## config.mk

```make
export PLATFORM = sky130hd
export DESIGN_NAME = pt2272_frame_controller
export DESIGN_NICKNAME = d
export VERILOG_FILES = /design/src/rtl/pt2272_pkg.sv /design/src/rtl/pt2272_sym_watchdog.sv /design/src/rtl/pt2272_frame_controller.sv
export SDC_FILE = /design/constraint.sdc
export NUM_CORES = 1
export LEC_CHECK = 0
export ABC_CLOCK_PERIOD_IN_PS = 2930
export BUFFER_PORTS_ARGS = -buffer_cell sky130_fd_sc_hd__buf_4
export CAP_MARGIN = 20
export CORE_ASPECT_RATIO = 0.7
export CORE_MARGIN = 2
export CORE_UTILIZATION = 55
export CTS_BUF_LIST = sky130_fd_sc_hd__clkbuf_2
export CTS_CLUSTER_DIAMETER = 50
export DETAILED_ROUTE_END_ITERATION = 10
export GPL_ROUTABILITY_DRIVEN = 0
export PLACE_DENSITY = 0.84
export SKIP_LAST_GASP = 1
export SLEW_MARGIN = 25
export SYNTH_ARGS = -nofsm -noshare
export SYNTH_HDL_FRONTEND = slang
export SYNTH_SLANG_ARGS = --single-unit
```

## constraint.sdc

```tcl
create_clock -name osc_clk -period 2.93 [get_ports osc_clk]
set_clock_uncertainty 0.15 [all_clocks]
set_input_delay 0.293 -clock osc_clk [delete_from_list [all_inputs] [get_ports osc_clk]]
set_output_delay 0.293 -clock osc_clk [all_outputs]
set_load 0.05 [all_outputs]
```

## src/rtl/pt2272_pkg.sv

```systemverilog
// Shared types and frame geometry for the PT2272-style frame controller.
package pt2272_pkg;

   // Symbol codes produced by the upstream pulse-width classifier.
   typedef enum logic [1:0] {
      SYM_0    = 2'b00,
      SYM_SYNC = 2'b01,
      SYM_F    = 2'b10,
      SYM_1    = 2'b11
   } sym_code_t;

   // Frame parser states.
   typedef enum logic [2:0] {
      HUNT      = 3'd0,
      ADDR      = 3'd1,
      DATA      = 3'd2,
      SYNC_WAIT = 3'd3,
      CHECK     = 3'd4
   } state_t;

   localparam int unsigned ADDR_SYMS = 8;
   localparam int unsigned DATA_SYMS = 4;
   localparam int unsigned IDX_W     = 3;
   localparam int unsigned RUN_W     = 3;

endpackage

```

## src/rtl/pt2272_sym_watchdog.sv

```systemverilog
// Idle-symbol watchdog: flags a frame as stalled after TIMEOUT cycles
// without a symbol strobe. A strobe in the expiry cycle wins and restarts it.
module pt2272_sym_watchdog
#(
   parameter int unsigned TIMEOUT = 256
) (
   input  logic osc_clk,
   input  logic reset,
   input  logic enable,
   input  logic kick,
   output logic expired
);

   localparam int unsigned CNT_W = $clog2(TIMEOUT + 1);
   localparam logic [CNT_W-1:0] CNT_LAST = CNT_W'(TIMEOUT - 1);

   logic [CNT_W-1:0] count_reg;
   logic [CNT_W-1:0] count_next;

   // Expiry on the TIMEOUT-th consecutive idle cycle; count restarts on kick or when disabled.
   always_comb begin
      expired    = enable && !kick && (count_reg == CNT_LAST);
      count_next = count_reg + CNT_W'(1);
      if (!enable || kick || expired) begin
         count_next = '0;
      end
   end

   // Idle-cycle counter register.
   always_ff @(posedge osc_clk or posedge reset) begin
      if (reset) begin
         count_reg <= '0;
      end else begin
         count_reg <= count_next;
      end
   end

endmodule

```

## src/rtl/pt2272_frame_controller.sv

```systemverilog
// Frame controller: parses address/data/sync symbols, validates the local
// address, and publishes a data word after REPEAT_COUNT identical frames.
module pt2272_frame_controller
   import pt2272_pkg::*;
#(
   parameter int unsigned REPEAT_COUNT = 2,
   parameter int unsigned TIMEOUT      = 256
) (
   input  logic        osc_clk,
   input  logic        reset,
   input  logic        sym_valid,
   input  logic [1:0]  sym_code,
   input  logic [15:0] addr_code,
   output logic [3:0]  D,
   output logic        dv,
   output logic        err,
   output logic        busy
);

   localparam logic [IDX_W-1:0] ADDR_LAST = IDX_W'(ADDR_SYMS - 1);
   localparam logic [IDX_W-1:0] DATA_LAST = IDX_W'(DATA_SYMS - 1);
   localparam logic [RUN_W-1:0] RUN_MAX   = RUN_W'(REPEAT_COUNT);
   localparam logic [RUN_W-1:0] RUN_ONE   = RUN_W'(1);

   state_t             state_reg, state_next;
   logic [IDX_W-1:0]   idx_reg, idx_next;
   logic               mismatch_reg, mismatch_next;
   logic [RUN_W-1:0]   run_reg, run_next;
   logic [RUN_W-1:0]   run_inc;
   logic [3:0]         cand_reg, cand_next;
   logic [3:0]         data_reg, data_next;
   logic [3:0]         d_reg, d_next;
   logic               dv_reg, dv_next;
   logic               err_reg, err_next;

   logic               wd_expired;
   logic               is_sync;
   logic               is_body;
   logic [1:0]         addr_pair [ADDR_SYMS];

   // Split the trinary address into per-symbol code pairs.
   genvar gi;
   generate
      for (gi = 0; gi < ADDR_SYMS; gi++) begin : g_addr_pair
         assign addr_pair[gi] = addr_code[2*gi+1:2*gi];
      end
   endgenerate

   assign is_sync = sym_valid && (sym_code == SYM_SYNC);
   assign is_body = sym_valid && (sym_code != SYM_SYNC);
   assign run_inc = run_reg + RUN_ONE;

   pt2272_sym_watchdog #(
      .TIMEOUT (TIMEOUT)
   ) u_watchdog (
      .osc_clk (osc_clk),
      .reset   (reset),
      .enable  (state_reg != HUNT),
      .kick    (sym_valid),
      .expired (wd_expired)
   );

   // Next-state, frame bookkeeping and output pulse decisions.
   always_comb begin
      state_next    = state_reg;
      idx_next      = idx_reg;
      mismatch_next = mismatch_reg;
      run_next      = run_reg;
      cand_next     = cand_reg;
      data_next     = data_reg;
      d_next        = d_reg;
      dv_next       = 1'b0;
      err_next      = 1'b0;

      if (wd_expired) begin
         // Stalled frame: abandon it and wait for a fresh sync.
         err_next      = 1'b1;
         run_next      = '0;
         idx_next      = '0;
         mismatch_next = 1'b0;
         state_next    = HUNT;
      end else begin
         case (state_reg)
            HUNT: begin
               if (is_sync) begin
                  state_next    = ADDR;
                  idx_next      = '0;
                  mismatch_next = 1'b0;
               end
            end

            ADDR, DATA: begin
               if (is_sync) begin
                  // A sync inside the body means the frame was truncated.
                  err_next      = 1'b1;
                  mismatch_next = 1'b0;
                  run_next      = '0;
                  idx_next      = '0;
                  state_next    = ADDR;
               end else if (is_body) begin
                  if (state_reg == ADDR) begin
                     if ((addr_pair[idx_reg] == SYM_SYNC) || (sym_code != addr_pair[idx_reg])) begin
                        mismatch_next = 1'b1;
                     end
                     if (idx_reg == ADDR_LAST) begin
                        idx_next   = '0;
                        state_next = DATA;
                     end else begin
                        idx_next = idx_reg + IDX_W'(1);
                     end
                  end else begin
                     if (sym_code == SYM_F) begin
                        mismatch_next = 1'b1;
                     end else begin
                        data_next[idx_reg[1:0]] = sym_code[0];
                     end
                     if (idx_reg == DATA_LAST) begin
                        idx_next   = '0;
                        state_next = SYNC_WAIT;
                     end else begin
                        idx_next = idx_reg + IDX_W'(1);
                     end
                  end
               end
            end

            SYNC_WAIT: begin
               if (is_sync) begin
                  state_next = CHECK;
               end else if (is_body) begin
                  err_next   = 1'b1;
                  run_next   = '0;
                  state_next = HUNT;
               end
            end

            CHECK: begin
               state_next    = ADDR;
               idx_next      = '0;
               mismatch_next = 1'b0;
               // A strobe here cannot be parsed; it is dropped and flagged.
               if (sym_valid) begin
                  err_next = 1'b1;
               end
               if (mismatch_reg) begin
                  err_next = 1'b1;
                  run_next = '0;
               end else if (data_reg == cand_reg) begin
                  if (run_reg != RUN_MAX) begin
                     run_next = run_inc;
                     if (run_inc == RUN_MAX) begin
                        dv_next = 1'b1;
                        d_next  = cand_reg;
                     end
                  end
               end else begin
                  cand_next = data_reg;
                  run_next  = RUN_ONE;
                  if (RUN_MAX == RUN_ONE) begin
                     dv_next = 1'b1;
                     d_next  = data_reg;
                  end
               end
            end

            default: begin
               state_next = HUNT;
            end
         endcase
      end
   end

   // State and output registers.
   always_ff @(posedge osc_clk or posedge reset) begin
      if (reset) begin
         state_reg    <= HUNT;
         idx_reg      <= '0;
         mismatch_reg <= 1'b0;
         run_reg      <= '0;
         cand_reg     <= '0;
         data_reg     <= '0;
         d_reg        <= '0;
         dv_reg       <= 1'b0;
         err_reg      <= 1'b0;
      end else begin
         state_reg    <= state_next;
         idx_reg      <= idx_next;
         mismatch_reg <= mismatch_next;
         run_reg      <= run_next;
         cand_reg     <= cand_next;
         data_reg     <= data_next;
         d_reg        <= d_next;
         dv_reg       <= dv_next;
         err_reg      <= err_next;
      end
   end

   assign D    = d_reg;
   assign dv   = dv_reg;
   assign err  = err_reg;
   assign busy = (state_reg != HUNT);

endmodule

```

# [Word level (Yosys, flattened, before mapping)]
# Cells that the tools add are included.
[classes] n_eq_ne=26 n_bitwise=7 add_sub_neg=3 reduce_logical=22 order_cmp=3 n_mux=52
[ops] operator="3-bit two-way mux" n=21
[ops] operator="5-bit by 4-bit != test with 1-bit output (second input constant)" n=5
[ops] operator="1-bit two-way mux" n=20
[ops] operator="3-bit case mux with 3 select lines" n=2
[ops] operator="3-bit by 2-bit != test with 1-bit output (second input constant)" n=5
[ops] operator="5-bit AND reduction" n=3
[ops] operator="3-bit by 2-bit == test with 1-bit output (second input constant)" n=4
[ops] operator="3-bit case mux with 4 select lines" n=1
[ops] operator="6-bit AND reduction" n=2
[ops] operator="9-bit by 1-bit adder with 9-bit output (second input constant)" n=1
[ops] operator="9-bit by 8-bit == test with 1-bit output (second input constant)" n=1
[ops] operator="9-bit two-way mux" n=1
[ops] operator="4-bit by 3-bit != test with 1-bit output (second input constant)" n=2
[ops] operator="4-bit nonzero test" n=2
[ops] operator="3-bit by 1-bit adder with 3-bit output (second input constant)" n=2
[ops] operator="2-bit binary-select mux with 3-bit select" n=1
[ops] operator="3-bit == test (second input constant)" n=2
[ops] operator="1-bit inverter" n=6
[ops] operator="1-bit case mux with 3 select lines" n=2
[ops] operator="1-bit logical AND" n=5
[ops] operator="4-bit bitwise mux" n=1
[ops] operator="2-bit by 1-bit == test with 1-bit output (second input constant)" n=2
[ops] operator="4-bit == test" n=1
[ops] operator="4-bit greater-or-equal comparator (second input constant)" n=1
[ops] operator="other kinds (16)" n=20
[word_totals] reg_bits=33

# [Longest topological paths before layout]
[logic_depth] ltp_word=12 depth_mapped=11 ltp_nobuf=11

# [Hierarchy]
# A second synthesis with hierarchy kept.
[hier_totals] cells_unflattened=197 area_unflattened_um2=2052.0
[modules_own_cells] mod="pt2272_frame_controller" cells_each=154 instances=1 area_each_um2=1621.6
[modules_own_cells] mod="pt2272_sym_watchdog" cells_each=43 instances=1 area_each_um2=430.4

# [Least setup slack after synthesis]
# Ideal clock, no wire load.
[synth_timing] path_type="reg2reg" startpoint="reg u_watchdog.count_reg[0]" endpoint="reg d_reg[0] (netlist: D[0])" arrival_ns=2.391 setup_ns=0.125 required_time_ns=2.655 period_less_slack_ns=2.665 path_stages_with_launch=11 slack_ns=0.265 cell_sequence="dfrtp_1 -> ha_1 -> nand3_1 -> nor2_1 -> and3_1 -> ha_1 -> nor2b_1 -> nor3b_1 -> nand3_1 -> nor3b_2 -> mux2_2"
[synth_between] elab_chain_len=4
[synth_rtl] item="start: declaration" line_no="pt2272_sym_watchdog.sv:17" rtl="logic [CNT_W-1:0] count_reg;"
[synth_rtl] item="start signal: assignment" line_no="pt2272_sym_watchdog.sv:34" rtl="count_reg <= count_next;"
[synth_rtl] item="9-bit by 8-bit == test with 1-bit output" line_no="pt2272_sym_watchdog.sv:22" rtl="expired = enable && !kick && (count_reg == CNT_LAST);"
[synth_rtl] item="1-bit logical AND" line_no="pt2272_sym_watchdog.sv:22"
[synth_rtl] item="1-bit inverter (no source line)"
[synth_rtl] item="6-bit AND reduction (no source line)"
[synth_rtl] item="end signal: assignment" line_no="pt2272_frame_controller.sv:192" rtl="d_reg <= d_next;"
[synth_rtl] item="end: declaration" line_no="pt2272_frame_controller.sv:32" rtl="logic [3:0] d_reg, d_next;"
# Every way passes these cells.
# A chain may end at the register's enable or synchronous reset.

# [Worst setup path after layout]
[layout_timing] startpoint="reg u_watchdog.count_reg[0]" endpoint="reg idx_reg[1]"
[layout_between] elab_chain_len=4 elab_cells_between_ends=7 classes_between="3 x eq/ne; 1 x mux; 3 x reduce/logical"
[layout_rtl] item="9-bit by 8-bit == test with 1-bit output *" line_no="pt2272_sym_watchdog.sv:22"
[layout_rtl] item="1-bit logical AND *" line_no="pt2272_sym_watchdog.sv:22"
[layout_rtl] item="4-bit by 3-bit != test with 1-bit output (no source line), or another cell as far along"
[layout_rtl] item="3-bit AND reduction (no source line)"
[layout_rtl] item="end signal: assignment" line_no="pt2272_frame_controller.sv:187" rtl="idx_reg <= idx_next;"
[layout_rtl] item="end: declaration" line_no="pt2272_frame_controller.sv:26" rtl="logic [IDX_W-1:0] idx_reg, idx_next;"
# Every way passes the cells marked *; elsewhere a longest branch is shown, timed or not.

==> impl_metrics.yaml <==
run_status:
  status: "finished, final reports clean"
cells_and_area:
  fillers: 305
  largest_register_ffs: 9
  area_growth_pct: 15.1
  drive_gt1_share_pct: 26.6
  diodes: 0
  postLayoutCellArea_mm2: 0.00235
  regArea_um2: 826
  multi_input_area_mm2: 0.00115
  nets: 265
sta:
  period_needed_ps: 2780
  fin_hold_ws_ps: 84.7
  rsz0062_at_grt: "false"
  worst_pin_slew_ps: 553
  drv_slew: 0
  final_hold_viol_count: 0
  setup_ws_ps: 154
  finalCritPeriodShare_pct: 94.8
  max_freq_ghz: 0.360
  finalSetupTns_ps: 0
  worst_slew_margin_rel_pct: 63.2
  setup_viol: 0
yosys:
  synth.net_count: 235
  syn_inst: 202
  ys_seq_area_share_pct: 40.4
  synth_cell_types: 48
  synth_top_area_share_pct: 40.4
  yosysTopAreaCell: "dfrtp_1"
  ys_warn_count: 0
  synth_most_common_cell: "dfrtp_1"
  synth_area_per_cell_um2: 10.1
  synthTopCellsByArea: "dfrtp_1, ha_1, mux2_2"
  ys.flop_type: "dfrtp_1"
  synth_edf_count: 0
  synth_seq_cells: 33
  synth_area_mm2: 0.00204
  async_reset_ff_share_pct: 100
  synthTopCellsByCount: "dfrtp_1, nand2_1, nor2_1"
clocking:
  numCtsBuffers: 5
  cts.sinks: 33
  clockRootBuffer: "clkbuf_2"
  clk_pin_slew_ps: 180
  cts_tree: "built"
  clk_latency_ps: 370
  clk_path_buf_depth: 2
  htree_num_levels: 2
grt:
  grt_pass1_vias: 1462
  grt_max_degree: 34
  grt_pass1_wl_um: 6460
  grt_usage_pct: 19.9
  overflow: 0
  antenna_found_initial: 0
hold_path:
  hold_class: "in -> reg"
drt:
  wl_per_cell_um: 13.0
  ant_nets: 0
  vias: 1547
  drtIter0Drc: 134
  routed_wl_um: 3670
  drc: 0
  drt-pass1-iter-count: 4
  viasPerCell: 5.47
floorplan:
  ios: 28
  die_x_um: 76.9
  rows: 18
  die_y_um: 55.0
  core_mm2: 0.00354
  initial_core_util_pct: 57.8
  die_area_mm2: 0.00423
critical_path:
  path_cells: "ha_1 > nand3_1 > nor2_1 > and3_1 > ha_1 > nor2b_1 > buf_4 > or4_1 > or3b_1 > o21ai_1"
  crit_arrival_ps: 2920
  cp-start-kind: "flip-flop"
  critPathKind: "reg -> reg"
  end_kind: "flip-flop"
  cp_common_cell: "ha_1"
  worst-path-buf-inv: 1
  crit_family: "simple AND/OR/NAND/NOR gates"
  crit_required_ps: 3070
  cpMaxStageDelayCell: "or4_1"
  critPathMaxFanout: 5
  cp_slowest_stage_delay_ps: 550
power:
  seqPwrFrac_pct: 49.0
  p_switching_w: 0.000436
  leakage_nw: 1.12
  switching_share_pct: 36.5
  ir_drop_mv: 0.399
  combPwrFrac_pct: 33.5
  finalPower_w: 0.00119
  clkPwrFrac_pct: 17.4
  power.density_mw_per_mm2: 507
  power.internal_w: 0.000757
placement:
  dpl_cell_area_mm2: 0.00229
  dp_hpwl_um: 2730
  place_ws_ps: 158
  io_buffer_count: 27
job:
  maxCapViolations: 0
metrics by stage:
step	instances	utilization, %
4_1_cts	283	66.2
3_5_place_dp	274	64.8
5_1_grt	283	66.6
3_3_place_gp	274	64.8
6_report	283	66.6
2_1_floorplan	202	-
worst register-to-register path, stage by stage, from the launching register on:
cell and delay, ps:
dfrtp_1 440, ha_1 230, nand3_1 120, nor2_1 80, and3_1 180, ha_1 190
nor2b_1 160, buf_4 150, or4_1 550, or3b_1 360, o21ai_1 90
worst paths after layout:
path                            slack [ps]                 endpoint  depth (start not counted)                    start
worst min-delay path                    80              data_reg[3]                          2              sym_code[0]
worst max-delay path                   150               idx_reg[1]                         10  u_watchdog.count_reg[0]
max in group asynchronous             1950                     D[1]                          4                    reset
min in group asynchronous              380  u_watchdog.count_reg[4]                          4                    reset
worst max register to register         150               idx_reg[1]                         10  u_watchdog.count_reg[0]
worst min register to register         340  u_watchdog.count_reg[0]                          1  u_watchdog.count_reg[0]
placed cells by master (no fill, tap or decap), types with 2 or more instances in the layout:
cell      count
o211ai_1      3
a21oi_1       7
inv_1        11
xor2_1        7
o22a_1        2
nand3_1       4
nor2b_1       6
or3_1         2
nand2_1      23
xnor2_1       5
nor2_1       19
dfrtp_1      33
ha_1         12
o21ai_0       8
nand2b_1      2
mux4_2        4
nor3b_1       2
clkinv_2      2
or3b_1        2
clkbuf_2      5
nor3_1        3
mux2_2       12
buf_4        30
mux2i_1       3
o31ai_1       2
layer usage:
metal  vias up  wire length [µm]  track usage (%)
li1        766                 -                -
met1       739              1850             26.3
met2        37              1600             32.9
met3         5               188             5.68
met4         0                32             5.45
met5         -                 0                0
power by group through the flow:
stage                     combinational (W)  sequential [W]  clock [W]
after floorplan                    0.000354        0.000551          0
after global placement             0.000387        0.000592          0
after detailed placement           0.000389        0.000595          0
after CTS                          0.000396        0.000585   0.000219
after global routing               0.000445        0.000598   0.000239
final                              0.000400        0.000585   0.000208
logic make-up (layout without fill, tap and decap cells):
logic type      Yosys count  count (layout)  synth area share (%)
simple gates             76              76                  19.3
flops                    33              33                  40.4
compound gates           30              30                  10.1
mux                      20              20                  13.6
buf+inv                  19              50                  4.10
fa+ha+maj                12              12                  7.34
xor+xnor                 12              12                  5.14
final cells by class:
type | count | share of cell area (%)
well taps | 50 | 2.66
clock inverters | 3 | 0.744
repair buffers | 31 | 9.99
inverters | 11 | 1.75
clock buffers | 5 | 1.06
flip-flops and latches | 33 | 35.1
multi-input cells | 150 | 48.7
repair_timing:
| action | 4_1_cts | 5_1_grt |
|---|---|---|
| resized for setup | 0 | 2 |
| buffers inserted | 0 | 0 |
| hold buffers | 1 | 0 |
| setup endpoints to repair | 0 | 4 |
| hold endpoints to repair | 33 | 0 |
Note: power is estimated with default switching activity, not from simulation.
